$ cat src/rtl/fifo_arb_pkg.sv
// Shared defaults and helpers for the round-robin FIFO write arbiter.
package fifo_arb_pkg;

    localparam int DEF_NUM_REQ    = 4;
    localparam int DEF_FIFO_WIDTH = 16;
    localparam int DEF_FIFO_DEPTH = 8;
    localparam int DEF_CNT_WIDTH  = 8;
    localparam int ID_W           = $clog2(DEF_NUM_REQ);

    function automatic logic [31:0] sat_inc(input logic [31:0] val, input logic [31:0] max);
        return (val >= max) ? max : val + 32'd1;
    endfunction

endpackage

$ cat src/rtl/rr_picker.sv
// Combinational rotate-priority picker: first set bit of i_elig after i_last, wrapping.
module rr_picker #(
    parameter int N  = 4,
    parameter int IW = 2
) (
    input  logic [N-1:0]  i_elig,
    input  logic [IW-1:0] i_last,
    output logic          o_vld,
    output logic [IW-1:0] o_win
);

    // Outer loop walks priority order, inner loop keeps every bit-select constant.
    always_comb begin
        o_vld = 1'b0;
        o_win = '0;
        for (int k = 1; k <= N; k++) begin
            for (int j = 0; j < N; j++) begin
                if (!o_vld && i_elig[j] && (j == ((int'(i_last) + k) % N))) begin
                    o_vld = 1'b1;
                    o_win = IW'(j);
                end
            end
        end
    end

endmodule

$ cat src/rtl/fifo_wr_arbiter.sv
// Round-robin arbiter sharing one FIFO write port among NUM_REQ producers,
// with full/almostfull throttling and ack/overflow routing back to the writer.
module fifo_wr_arbiter
    import fifo_arb_pkg::*;
#(
    parameter int NUM_REQ    = DEF_NUM_REQ,
    parameter int FIFO_WIDTH = DEF_FIFO_WIDTH,
    parameter int FIFO_DEPTH = DEF_FIFO_DEPTH,
    parameter int CNT_WIDTH  = DEF_CNT_WIDTH
) (
    input  logic                          i_clk,
    input  logic                          i_rst_n,
    input  logic [NUM_REQ-1:0]            i_req,
    input  logic [NUM_REQ*FIFO_WIDTH-1:0] i_req_data,
    output logic [NUM_REQ-1:0]            o_gnt,
    output logic [NUM_REQ-1:0]            o_ack,
    output logic [NUM_REQ-1:0]            o_nack,
    output logic [FIFO_WIDTH-1:0]         o_fifo_data_in,
    output logic                          o_fifo_wr_en,
    input  logic                          i_fifo_wr_ack,
    input  logic                          i_fifo_overflow,
    input  logic                          i_fifo_full,
    input  logic                          i_fifo_almostfull,
    output logic [CNT_WIDTH-1:0]          o_ovf_cnt
);

    localparam int          IW      = (NUM_REQ > 1) ? $clog2(NUM_REQ) : 1;
    localparam logic [31:0] CNT_MAX = 32'((64'd1 << CNT_WIDTH) - 64'd1);

    logic [NUM_REQ-1:0]    r_gnt;
    logic [NUM_REQ-1:0]    r_ack;
    logic [NUM_REQ-1:0]    r_nack;
    logic [FIFO_WIDTH-1:0] r_data;
    logic                  r_wr_en;
    logic [IW-1:0]         r_last;
    logic                  r_pend_vld;
    logic [IW-1:0]         r_pend_id;
    logic [CNT_WIDTH-1:0]  r_ovf_cnt;

    logic [NUM_REQ-1:0]    w_elig;
    logic                  w_pick_vld;
    logic [IW-1:0]         w_win;
    logic                  w_allow;
    logic [FIFO_WIDTH-1:0] w_sel_data;

    // A held request is masked in its grant cycle so it cannot win twice.
    assign w_elig  = i_req & ~r_gnt;
    // Flags are registered, so one write may already be in flight toward almostfull.
    assign w_allow = w_pick_vld && !i_fifo_full && !(r_wr_en && i_fifo_almostfull);

    rr_picker #(
        .N  (NUM_REQ),
        .IW (IW)
    ) u_picker (
        .i_elig (w_elig),
        .i_last (r_last),
        .o_vld  (w_pick_vld),
        .o_win  (w_win)
    );

    always_comb begin
        w_sel_data = '0;
        for (int i = 0; i < NUM_REQ; i++) begin
            if (w_win == IW'(i)) begin
                w_sel_data = i_req_data[i*FIFO_WIDTH +: FIFO_WIDTH];
            end
        end
    end

    // r_last names the write on the bus while r_wr_en is high; its response
    // arrives one cycle later, hence the pend stage.
    always_ff @(posedge i_clk or negedge i_rst_n) begin
        if (!i_rst_n) begin
            r_gnt      <= '0;
            r_ack      <= '0;
            r_nack     <= '0;
            r_data     <= '0;
            r_wr_en    <= 1'b0;
            r_last     <= IW'(NUM_REQ - 1);
            r_pend_vld <= 1'b0;
            r_pend_id  <= '0;
            r_ovf_cnt  <= '0;
        end else begin
            r_gnt      <= '0;
            r_ack      <= '0;
            r_nack     <= '0;
            r_wr_en    <= w_allow;
            r_pend_vld <= r_wr_en;
            r_pend_id  <= r_last;
            if (w_allow) begin
                r_gnt[w_win] <= 1'b1;
                r_data       <= w_sel_data;
                r_last       <= w_win;
            end
            if (r_pend_vld && i_fifo_wr_ack) begin
                r_ack[r_pend_id] <= 1'b1;
            end
            if (r_pend_vld && i_fifo_overflow) begin
                r_nack[r_pend_id] <= 1'b1;
            end
            if (i_fifo_overflow) begin
                r_ovf_cnt <= CNT_WIDTH'(sat_inc(32'(r_ovf_cnt), CNT_MAX));
            end
        end
    end

    assign o_gnt          = r_gnt;
    assign o_ack          = r_ack;
    assign o_nack         = r_nack;
    assign o_fifo_data_in = r_data;
    assign o_fifo_wr_en   = r_wr_en;
    assign o_ovf_cnt      = r_ovf_cnt;

    a_gnt_onehot: assert property (@(posedge i_clk) disable iff (!i_rst_n)
        (FIFO_DEPTH >= 2) && $onehot0(r_gnt));

endmodule
$ cat config.mk
export PLATFORM = sky130hd
export DESIGN_NAME = fifo_wr_arbiter
export DESIGN_NICKNAME = d
export VERILOG_FILES = /design/src/rtl/fifo_arb_pkg.sv /design/src/rtl/rr_picker.sv /design/src/rtl/fifo_wr_arbiter.sv
export SDC_FILE = /design/constraint.sdc
export NUM_CORES = 1
export LEC_CHECK = 0
export BUFFER_PORTS_ARGS = -buffer_cell sky130_fd_sc_hd__buf_2
export CAP_MARGIN = 30
export CORE_ASPECT_RATIO = 1.75
export CORE_MARGIN = 2
export CORE_UTILIZATION = 45
export DETAILED_ROUTE_END_ITERATION = 7
export HOLD_SLACK_MARGIN = 0.08
export PLACE_DENSITY = 0.8
export SKIP_CTS_REPAIR_TIMING = 1
export SYNTH_ARGS = -nofsm -noshare
export SYNTH_HDL_FRONTEND = slang
export SYNTH_SLANG_ARGS = --single-unit
$ cat constraint.sdc
create_clock -name i_clk -period 2.51 [get_ports i_clk]
set_input_delay 0.502 -clock i_clk [delete_from_list [all_inputs] [get_ports i_clk]]
set_output_delay 0.502 -clock i_clk [all_outputs]
set_load 0.005 [all_outputs]
**Yosys cells after proc, flatten, opt, wreduce, memory -nomap -nowiden**

Index checks and enable logic that the tools add are counted.

- Add/subtract/negate cells: 5
- $lt $le $gt $ge: 5
- Equal/unequal tests: 15
- Muxes and demuxes: 43
- Bitwise gates (word level): 6
- Reduce and logical (&&, ||, !) cells: 64

Operators by type and width:

| cell | count |
|---|---|
| logical NOT 32 bit | 4 |
| two-way mux 16 bit | 4 |
| logical AND 1 bit | 38 |
| two-way mux 2 bit | 14 |
| equality test 3 bit (first input constant) | 8 |
| two-way mux 1 bit | 19 |
| logical NOT 1 bit | 17 |
| equality test 2 x 3 -> 1 bit (first input constant) | 4 |
| two-way mux 4 bit | 3 |
| adder 8 x 1 -> 8 bit (second input constant) | 1 |
| >= comparator 8 bit (second input constant) | 1 |
| two-way mux 8 bit | 1 |
| OR reduction 2 bit | 4 |
| less-than comparator 2 x 3 -> 1 bit (second input constant) | 2 |
| adder 2 x 1 -> 2 bit (second input constant) | 2 |
| adder 2 bit (second input constant) | 2 |
| bitwise AND 1 bit (first input constant) | 4 |
| bitwise AND 4 bit | 1 |
| demux 1 bit (select 2 bit) | 2 |
| equality test 2 bit (second input constant) | 2 |
| >= comparator 2 x 1 -> 1 bit (second input constant) | 2 |
| inverter 4 bit | 1 |
| equality test 2 x 1 -> 1 bit (second input constant) | 1 |
| logical NOT 2 bit | 1 |

- Register bits after elaboration: 42
- Input bits: 74
- Output and inout port bits: 37
- Logic and storage cells: 147

**Longest topological paths before layout**

Gate-level depths: netlist (run 1).

- Depth after elaboration: 71
- Depth in mapped cells: 7
- Depth with buffers taken out: 6

**By module**

From an unflattened synthesis (run 1), not the netlist that was laid out.

- Cells, all modules: 149
- Area total of the unflattened synthesis: 2,053.2 µm²

Modules (own cells, without submodules):

| module | instances | cells an instance | area each (µm²) | seq. area each (µm²) |
|---|---|---|---|---|
| fifo_wr_arbiter | 1 | 135 | 1,974.4 | 1,053.5 |
| rr_picker | 1 | 14 | 78.8 | 0.0 |

**Least setup slack after synthesis (run 1)**

No wires, ideal clock.

- Path type: input to register
- Start point: input i_req[1]
- End point: register r_data[10], in the netlist o_fifo_data_in[10]
- Setup time: 0.139 ns
- Data arrival time: 1.779 ns
- Required time: 2.371 ns
- Path slack: 0.592 ns
- Cell stages on the path: 6
- Buffers on the path: 2
- Path through: or4b_4 a32oi_2 buf_6 buf_12 mux2i_1 o221ai_1

- Longest elaborated chain between the ends: 65
- Elaborated cells between the ends (all ways): 85
- Those cells by class: eq/ne: 3; mux: 34; bitwise: 1; reduce/logical: 47

Ends and longest elaborated chain:

| element | line | text |
|---|---|---|
| start: declaration | fifo_wr_arbiter.sv:13 | `input logic [NUM_REQ-1:0] i_req,` |
| bitwise AND 4 bit (*) | fifo_wr_arbiter.sv:47 | `assign w_elig = i_req & ~r_gnt;` |
| logical AND 1 bit (2 in series) | rr_picker.sv:18 | `if (!o_vld && i_elig[j] && (j == ((int'(i_last) + k) % N))) begin` |
| two-way mux 1 bit | rr_picker.sv:18 |  |
| logical NOT 1 bit | rr_picker.sv:18 |  |
| logical AND 1 bit (2 in series) | rr_picker.sv:18 |  |
| two-way mux 1 bit | rr_picker.sv:18 |  |
| logical NOT 1 bit | rr_picker.sv:18 |  |
| logical AND 1 bit (2 in series) | rr_picker.sv:18 |  |
| [... 41 more ...] | - |  |
| logical NOT 1 bit | rr_picker.sv:18 |  |
| logical AND 1 bit (2 in series) | rr_picker.sv:18 |  |
| two-way mux 1 bit | rr_picker.sv:18 |  |
| logical NOT 1 bit | rr_picker.sv:18 |  |
| logical AND 1 bit (2 in series) | rr_picker.sv:18 |  |
| two-way mux 2 bit | rr_picker.sv:18 |  |
| logical NOT 2 bit | fifo_wr_arbiter.sv:64 | `if (w_win == IW'(i)) begin` |
| two-way mux 16 bit (4 in series) | fifo_wr_arbiter.sv:64 |  |
| end signal: assignment | fifo_wr_arbiter.sv:92 | `r_data <= w_sel_data;` |
| end: declaration | fifo_wr_arbiter.sv:33 | `logic [FIFO_WIDTH-1:0] r_data;` |

Mark *: on every way between the ends. The rest lies on a longest branch, timed or not.
A chain may end at the register's enable or synchronous reset.

**Worst setup path in the final report (run 1)**

- Start point: register r_gnt[2], in the netlist o_gnt[2]
- End point: register r_data[2], in the netlist o_fifo_data_in[2]

- Elaborated cells between the ends (all ways): 81
- Those cells by class: eq/ne: 3; mux: 32; bitwise: 2; reduce/logical: 44

RTL lines:

| element | line | text |
|---|---|---|
| start: declaration | fifo_wr_arbiter.sv:30 | `logic [NUM_REQ-1:0] r_gnt;` |
| start signal: assignment | fifo_wr_arbiter.sv:74 | `r_gnt <= '0;` |
| start signal: assignment | fifo_wr_arbiter.sv:84 | `r_gnt <= '0;` |
| start signal: indexed assignment | fifo_wr_arbiter.sv:91 | `r_gnt[w_win] <= 1'b1;` |
| inverter 4 bit (*) | fifo_wr_arbiter.sv:47 |  |
| bitwise AND 4 bit (*) | fifo_wr_arbiter.sv:47 |  |
| logical AND 1 bit (2 in series) | rr_picker.sv:18 |  |
| two-way mux 1 bit | rr_picker.sv:18 |  |
| logical NOT 1 bit | rr_picker.sv:18 |  |
| logical AND 1 bit (2 in series) | rr_picker.sv:18 |  |
| two-way mux 1 bit | rr_picker.sv:18 |  |
| logical NOT 1 bit | rr_picker.sv:18 |  |
| [... 39 more ...] | - |  |
| logical NOT 1 bit | rr_picker.sv:18 |  |
| logical AND 1 bit (2 in series) | rr_picker.sv:18 |  |
| two-way mux 1 bit (*) | rr_picker.sv:18 |  |
| logical NOT 1 bit | rr_picker.sv:18 |  |
| logical AND 1 bit (2 in series) | rr_picker.sv:18 |  |
| two-way mux 1 bit (*) | rr_picker.sv:18 |  |
| logical AND 1 bit (*) (2 in series) | fifo_wr_arbiter.sv:49 | `assign w_allow = w_pick_vld && !i_fifo_full && !(r_wr_en && i_fifo_almostfull);` |
| named net w_allow | fifo_wr_arbiter.sv:43 | `logic w_allow;` |

The timed path passes the listed nets; every way through them passes the cells marked *.

==> results of run 1 <==
## area by class of cell
type,instances,area share
clock inverter,2,0.0212
sequential,42,0.371
inverter,20,0.0282
clock buffer,6,0.0291
multi-input combinational,123,0.318
timing repair buffer,116,0.210
tap,51,0.0225
## sequential cells by signal (all words and copies together), names as in the netlist
register        count
o_fifo_wr_en        1
r_pend_vld          1
o_ovf_cnt           8
r_last              2
o_nack              4
o_ack               4
o_gnt               4
r_pend_id           2
o_fifo_data_in     16
## kinds of logic after synthesis
logic type      share of synthesized area
simple gates                        0.137
flops                               0.504
mux                                0.0813
compound gates                      0.191
fa+ha+maj                         0.00598
xor+xnor                           0.0167
buf+inv                            0.0646
## layer usage
| layer | wire, µm | GRT usage | vias up |
|---|---|---|---|
| met4 | 115 | 0.0874 | 0 |
| li1 | - | - | 920 |
| met5 | 0 | 0 | - |
| met3 | 237 | 0.0399 | 10 |
| met1 | 1950 | 0.225 | 913 |
| met2 | 3080 | 0.398 | 68 |
## layout by cell type, fill, tap and decap left out, types with 2 or more instances in the layout
master	count
nand3_1	2
dfstp_2	2
buf_4	6
o221ai_1	8
inv_1	17
or3_1	2
mux2i_1	17
o21ai_0	2
xnor2_1	2
clkbuf_8	6
a22oi_1	8
nand2_1	17
xor2_1	2
o22ai_1	8
a221oi_2	8
nor3_1	5
bufinv_16	2
and2b_2	3
nand2b_1	4
dfrtp_1	40
a21oi_1	6
buf_2	110
nor2_1	13
## report_power, final
| part | leakage (µW) | switching [µW] | total (µW) | internal, µW |
|---|---|---|---|---|
| sequential | 0.000519 | 188 | 1120 | 930 |
| clock | 0.0000714 | 236 | 660 | 424 |
| combinational | 0.000925 | 548 | 1110 | 562 |
| total | 0.00151 | 972 | 2890 | 1920 |
## critical path, cell delays in order (launching register included)
cell      delay (ns)
dfrtp_1         0.37
and2b_2         0.24
or3_1           0.37
o21ai_1         0.33
clkinv_1        0.36
o22ai_1         0.29
a221oi_2        0.05
## how the worst max path moves through the flow
stage              from                  to  slack [ns]
6_report       o_gnt[2]   o_fifo_data_in[2]        0.34
3_5_place_dp   i_req[2]   o_fifo_data_in[2]        0.20
2_1_floorplan  i_req[1]  o_fifo_data_in[10]        0.59
4_1_cts        o_gnt[2]   o_fifo_data_in[2]        0.40
3_3_place_gp   i_req[2]  o_fifo_data_in[12]        0.31
5_1_grt        o_gnt[2]  o_fifo_data_in[11]        0.23
## synth_stat cells (all sizes together), types with 2 or more instances
master,number
nor3,5
dfrtp,40
dfstp,2
o21ai,4
or3,2
o22ai,8
nor2,13
and2,2
nand2b,4
xnor2,2
buf,5
mux2i,17
a21oi,6
nand2,17
nand3,3
inv,19
and2b,3
a221oi,9
xor2,2
a22oi,8
o221ai,8
## stage by stage
step,utilization,cell area (µm²),std cells,total power (µW),hold WS (ns)
final,0.639,2840,360,2890,0.337
after global routing,0.639,2840,360,3090,0.406
after CTS,0.639,2840,360,2910,0.363
after detailed placement,0.607,2700,352,2250,0.425
after global placement,0.607,2700,352,2210,0.413
after floorplan,-,2090,190,1840,0.206
==> run_results.csv, run 1 <==
group,metric,value,unit
run_status,outcome,"finished clean",
logic_synthesis,ys_warn_count,0,
placement,hpwlAfterDp,4180,µm
power_and_ir_drop,vdd_drop_max,0.587,mV
die,coreArea,4440,µm²
run,maxCapViolCount,0,
timing,max_freq,462,MHz
global_route,antenna_found_initial,0,
timing,period_minus_slack,2.17,ns
timing,setup_viol,0,
global_route,grt_start_max_net_pins,43,
final_layout,diodes,0,
logic_synthesis,syn_area,2090,µm²
logic_synthesis,yosysUniqueCellTypes,42,
logic_synthesis,ys.flop_type,"dfrtp_1",
drt,postRouteAntennaNets,0,
timing,finClkSkew,0.00632,ns
logic_synthesis,avgSynthCellArea,11.0,µm²
critical_path,cp_max_fo,9,
min_path,hold_class,"in -> async",
cts,htree_levels,2,
timing,rsz0062_at_grt,"false",
drt,drt_iter0_drc,48,
cts,path_clk_slew,0.08,ns
final_layout,area_delta_synth_final,35.7,%
logic_synthesis,async_reset_ff_frac,1.00,
die,pin_count,111,
logic_synthesis,synth_nets,265,
die,die_w,55.5,µm
critical_path,cp-end-kind,"flop",
critical_path,rr_worst_depth,6,
cts,cts-buffers-inserted,5,
cts,clock_sinks,42,
critical_path,worstReg2RegEnd,"o_fifo_data_in[2]",
cts,clk_path_buf_depth,2,
timing,min_period_over_period,0.863,
final_layout,fin_nets,383,
cts,clock-root-buffer,"clkbuf_8",
die,num_rows,32,
placement,io_buffers,110,
final_layout,fillerInstances,395,
die,fp.dieH,94.2,µm
drt,vias,1911,
final_layout,drive_above_1_share,0.469,
final_layout,seqCellArea,1050,µm²
critical_path,cp-start-kind,"flop",
global_route,grt_usage,0.211,
global_route,grt_overflow,0,
logic_synthesis,synth_edf_count,0,
timing,final.setup.worst_slack,0.344,ns
logic_synthesis,postSynthCellCount,190,
logic_synthesis,synth_area_leaders,"dfrtp_1, mux2i_1, a221oi_2",
cts,cts_tree,"yes",
drt,routed_via_density,5.31,
timing,setup_tns,0,ns
power_and_ir_drop,pwr_density_cell,1020,nW/µm²
timing,finalMaxSlewViolations,0,
cts,clock_latency,0.30,ns
final_layout,multiInputGateArea,903,µm²
logic_synthesis,ys_seq_area_frac,0.504,
critical_path,critical_path_arrival,2.32,ns
timing,finalHoldViolations,0,
critical_path,crit_type,"reg -> reg",
critical_path,r2r-start,"o_gnt[2]",
critical_path,reg2reg_slack,0.34,ns
global_route,grt_pass1_vias,2021,
timing,tightest_slew,0.928,ns
power_and_ir_drop,p_leak,0.00151,µW
drt,wl,5380,µm
timing,max_slew_margin,0.381,
die,dieArea,5230,µm²
logic_synthesis,synth_largest_area_cell,"dfrtp_1",
logic_synthesis,synth_top_area_frac,0.478,
drt,avgRoutedWirePerCell,14.9,µm
logic_synthesis,synth_seq_cells,42,
die,start_util,0.471,
drt,drt_pass1_iterations,4,
placement,gp_congestion,0.891,
global_route,grt_pass1_wl,8800,µm
critical_path,cp.required,2.66,ns
placement,preCtsSetupSlack,0.203,ns
drt,drc,0,
No activity file was read; power rests on OpenSTA's default activity.
==> inputs of run 2 (changes only) <==
- CORE_UTILIZATION: 45 -> 48
- PLACE_DENSITY: 0.8 -> 0.85
- clock period: 2.51 -> 2.6 ns (I/O delays scaled with it)
==> run_results.csv, run 2 (synthesized netlist as in run 1, its figures left out) <==
group,metric,value,unit
die,pin_count,111,
global_route,grt_pass1_wl,8270,µm
timing,period_minus_slack,2.11,ns
global_route,antenna_found_initial,0,
final_layout,drive_above_1_share,0.463,
timing,setup_viol,0,
critical_path,cp_max_fo,9,
timing,setup_tns,0,ns
timing,max_freq,473,MHz
die,fp.dieH,91.3,µm
global_route,grt_pass1_vias,1971,
drt,drt_pass1_iterations,4,
cts,clk_path_buf_depth,2,
cts,cts-buffers-inserted,5,
power_and_ir_drop,vdd_drop_max,0.587,mV
critical_path,cp-end-kind,"flop",
critical_path,critical_path_arrival,2.35,ns
final_layout,fin_nets,383,
cts,clock_latency,0.29,ns
drt,postRouteAntennaNets,0,
min_path,hold_path.startpoint,"o_fifo_wr_en",
drt,drc,0,
timing,max_slew_margin,0.655,
critical_path,reg2reg_slack,0.49,ns
placement,gp_congestion,0.915,
final_layout,mostFrequentLayoutCells,"buf_2, dfrtp_1, nand2_1, inv_1, mux2i_1",
critical_path,slowest_stage,"and3_1",
drt,avgRoutedWirePerCell,14.4,µm
global_route,grt_usage,0.221,
timing,final.setup.worst_slack,0.486,ns
critical_path,cp-start-kind,"flop",
global_route,grt_overflow,0,
timing,finalMaxSlewViolations,0,
timing,finalHoldViolations,0,
die,dieArea,4920,µm²
timing,rsz0062_at_grt,"false",
critical_path,cpPeakStageDelay,0.58,ns
timing,finClkSkew,0.00465,ns
cts,clock-root-buffer,"clkbuf_8",
critical_path,worst-path-stages,5,
run_status,outcome,"finished clean",
placement,io_buffers,110,
final_layout,diodes,0,
cts,cts_tree,"yes",
critical_path,rr_worst_depth,5,
power_and_ir_drop,p_leak,0.00150,µW
timing,tightest_slew,0.517,ns
power_and_ir_drop,p_total,2670,µW
critical_path,worstReg2RegEnd,"o_gnt[1]",
critical_path,crit_start,"o_gnt[1]",
critical_path,cp_num_buf_inv,0,
critical_path,crit_chain,"nor2b_2 -> a21oi_1 -> a221oi_1 -> and3_1 -> and2_2",
die,start_util,0.504,
final_layout,largest_register_ffs,16,
drt,vias,1882,
timing,min_period_over_period,0.813,
critical_path,cp-endpoint,"o_gnt[1]",
final_layout,area_delta_synth_final,35.3,%
run,maxCapViolCount,0,
placement,hpwlAfterDp,4070,µm
placement,preCtsSetupSlack,0.293,ns
critical_path,r2r-start,"o_gnt[1]",
drt,drt_iter0_drc,29,
die,coreArea,4150,µm²
critical_path,critPathTopFamily,"simple AND/OR/NAND/NOR gates",
drt,wl,5160,µm
critical_path,cp.required,2.83,ns
cts,path_clk_slew,0.08,ns
final_layout,layout_commonest_cell,"buf_2",
die,num_rows,31,
min_path,hold_class,"reg -> reg",
drt,routed_via_density,5.26,
global_route,grt_start_max_net_pins,43,
critical_path,crit_type,"reg -> reg",
power_and_ir_drop,pwr_density_cell,944,nW/µm²
cts,htree_levels,2,
cts,clock_sinks,42,
die,die_w,53.9,µm
-- run 2: routing by layer --
metal	part of all wire	vias up	global-route usage	wire length, µm
met5	0	-	0	0
met4	0.012	0	0.0620	63
met3	0.049	6	0.0411	251
met2	0.58	65	0.417	2970
met1	0.36	884	0.232	1870
li1	-	927	-	-
-- run 2: layout make-up --
| type | instances | area [µm²] |
|---|---|---|
| fillers | 343 | 1320 |
| flip-flops and latches | 42 | 1050 |
| multi-input cells | 123 | 903 |
| repair buffers | 116 | 623 |
| inverters | 20 | 80.1 |
| clock buffers | 6 | 72.6 |
| well taps | 49 | 61.3 |
| clock inverters | 2 | 37.5 |
-- run 2: power by group --
group	leakage (µW)	switching [µW]	internal, µW
clock network	0.0000514	221	286
logic	0.000933	526	547
registers	0.000519	193	898
-- run 2: how the worst min path moves through the flow --
stage / to / slack (ns) / depth (start not counted)
2_1_floorplan: o_ack[0] / 0.22 / 0
3_3_place_gp: r_pend_vld / 0.41 / 0
3_5_place_dp: r_pend_vld / 0.40 / 0
4_1_cts: o_ovf_cnt[0] / 0.40 / 1
5_1_grt: r_pend_vld / 0.43 / 0
6_report: r_pend_vld / 0.42 / 0
-- run 2: per-stage QoR --
stage                     instance area [µm²]  utilization  hold slack [ns]  cells
after global placement                   2690        0.648            0.412    348
after CTS                                2800        0.675            0.395    356
after floorplan                          2090            -            0.224    190
after detailed placement                 2690        0.648            0.400    348
after global routing                     2830        0.682            0.434    358
final                                    2830        0.682            0.416    358
==> inputs of run 3 (changes only) <==
- CORE_UTILIZATION: 48 -> 45
- PLACE_DENSITY: 0.85 -> 0.8
- clock period: 2.6 -> 2 ns (I/O delays scaled with it)
==> run_results.csv, run 3 (synthesized netlist as in run 1, its figures left out) <==
group,metric,value,unit
run_status,outcome,"finished clean",
power_and_ir_drop,vdd_drop_max,0.918,mV
power_and_ir_drop,p_total,3780,µW
critical_path,cp-end-kind,"flop",
cts,clock_sinks,42,
timing,max_freq,510,MHz
power_and_ir_drop,p_leak,0.00155,µW
final_layout,drive_above_1_share,0.506,
drt,drt_iter0_drc,50,
die,coreArea,4440,µm²
timing,rsz0062_at_grt,"true",
cts,clock-root-buffer,"clkbuf_8",
final_layout,fin_nets,388,
die,num_rows,32,
timing,period_minus_slack,1.96,ns
final_layout,layout_commonest_cell,"buf_2",
timing,tightest_slew,0.521,ns
run,maxCapViolCount,0,
final_layout,mostFrequentLayoutCells,"buf_2, dfrtp_1, inv_1",
drt,vias,1980,
cts,cts-buffers-inserted,5,
die,fp.dieH,94.2,µm
drt,avgRoutedWirePerCell,15.3,µm
final_layout,diodes,0,
timing,finClkSkew,0.00689,ns
cts,path_clk_slew,0.08,ns
global_route,met2_usage,0.385,
drt,wl,5600,µm
global_route,grt_usage,0.204,
timing,whs,0.168,ns
timing,max_slew_margin,0.653,
global_route,grt_pass1_vias,1977,
global_route,grtUsageMet3,0.0413,
timing,final.setup.worst_slack,0.0404,ns
cts,htree_levels,2,
cts,clk_path_buf_depth,2,
final_layout,area_delta_synth_final,40.6,%
timing,finalHoldViolations,0,
critical_path,crit_type,"reg -> reg",
critical_path,cp.required,2.16,ns
global_route,antenna_found_initial,0,
critical_path,cp_max_fo,8,
drt,drc,0,
placement,hpwlAfterDp,4330,µm
placement,io_buffers,110,
timing,setup_viol,0,
placement,preCtsSetupSlack,-0.0700,ns
timing,setup_tns,0,ns
final_layout,utilization,0.662,
cts,cts_tree,"yes",
cts,clock_latency,0.29,ns
timing,finalMaxSlewViolations,0,
global_route,grt_pass1_wl,8390,µm
die,die_w,55.5,µm
power_and_ir_drop,pwr_density_cell,1280,nW/µm²
global_route,grtUsageMet1,0.205,
die,start_util,0.471,
placement,gp_congestion,0.842,
min_path,hold_class,"in -> async",
global_route,grt_overflow,0,
drt,drt_pass1_iterations,4,
global_route,grt_start_max_net_pins,43,
critical_path,cp-start-kind,"flop",
die,dieArea,5230,µm²
critical_path,critical_path_arrival,2.12,ns
global_route,grt.busiest_layer,"met2",
final_layout,largest_register_ffs,16,
drt,routed_via_density,5.42,
die,pin_count,111,
drt,postRouteAntennaNets,0,
timing,min_period_over_period,0.980,
==> run 3: worst paths after layout <==
check,start,end,slack (ns),cells after the start
worst max-delay path,r_last[1],o_fifo_data_in[12],0.04,5
worst min-delay path,i_rst_n,o_nack[0],0.17,2
worst max register to register,r_last[1],o_fifo_data_in[12],0.04,5
worst min register to register,r_last[0],r_pend_id[0],0.43,0
max in group asynchronous,i_rst_n,r_last[0],1.46,2
min in group i_clk,i_req_data[61],o_fifo_data_in[13],0.34,3
==> run 3: where the power goes <==
| group | total, µW | leakage, µW | switching, µW | internal (µW) |
|---|---|---|---|---|
| clock | 817 | 0.0000714 | 285 | 532 |
| combinational | 1550 | 0.000955 | 744 | 802 |
| sequential | 1420 | 0.000519 | 248 | 1170 |
| total | 3780 | 0.00155 | 1280 | 2500 |
==> run 3: cell type report <==
class,count,area (µm²)
Tap cell,51,63.8
Fill cell,361,1500
Inverter,20,80.1
Sequential cell,42,1050
Clock inverter,2,60.1
Timing Repair Buffer,121,641
Clock buffer,6,82.6
Multi-Input combinational cell,123,961
==> run 3: per-stage QoR <==
step | cell area (µm²) | std cells
after detailed placement | 2730 | 356
after global placement | 2730 | 356
after CTS | 2870 | 364
after global routing | 2940 | 365
after floorplan | 2090 | 190
final | 2940 | 365
==> run 3: layer usage <==
layer	up-vias	wire [µm]	share of wire
met4	0	108	0.019
met2	65	3320	0.59
met3	10	229	0.041
li1	936	-	-
met5	-	0	0
met1	969	1940	0.35
==> run 3: critical path, stage by stage, from the launching register on <==
cell and delay [ns]:
dfstp_2 0.41, or4b_4 0.55, a32oi_4 0.32, buf_6 0.21
mux2i_1 0.26, a221oi_2 0.08
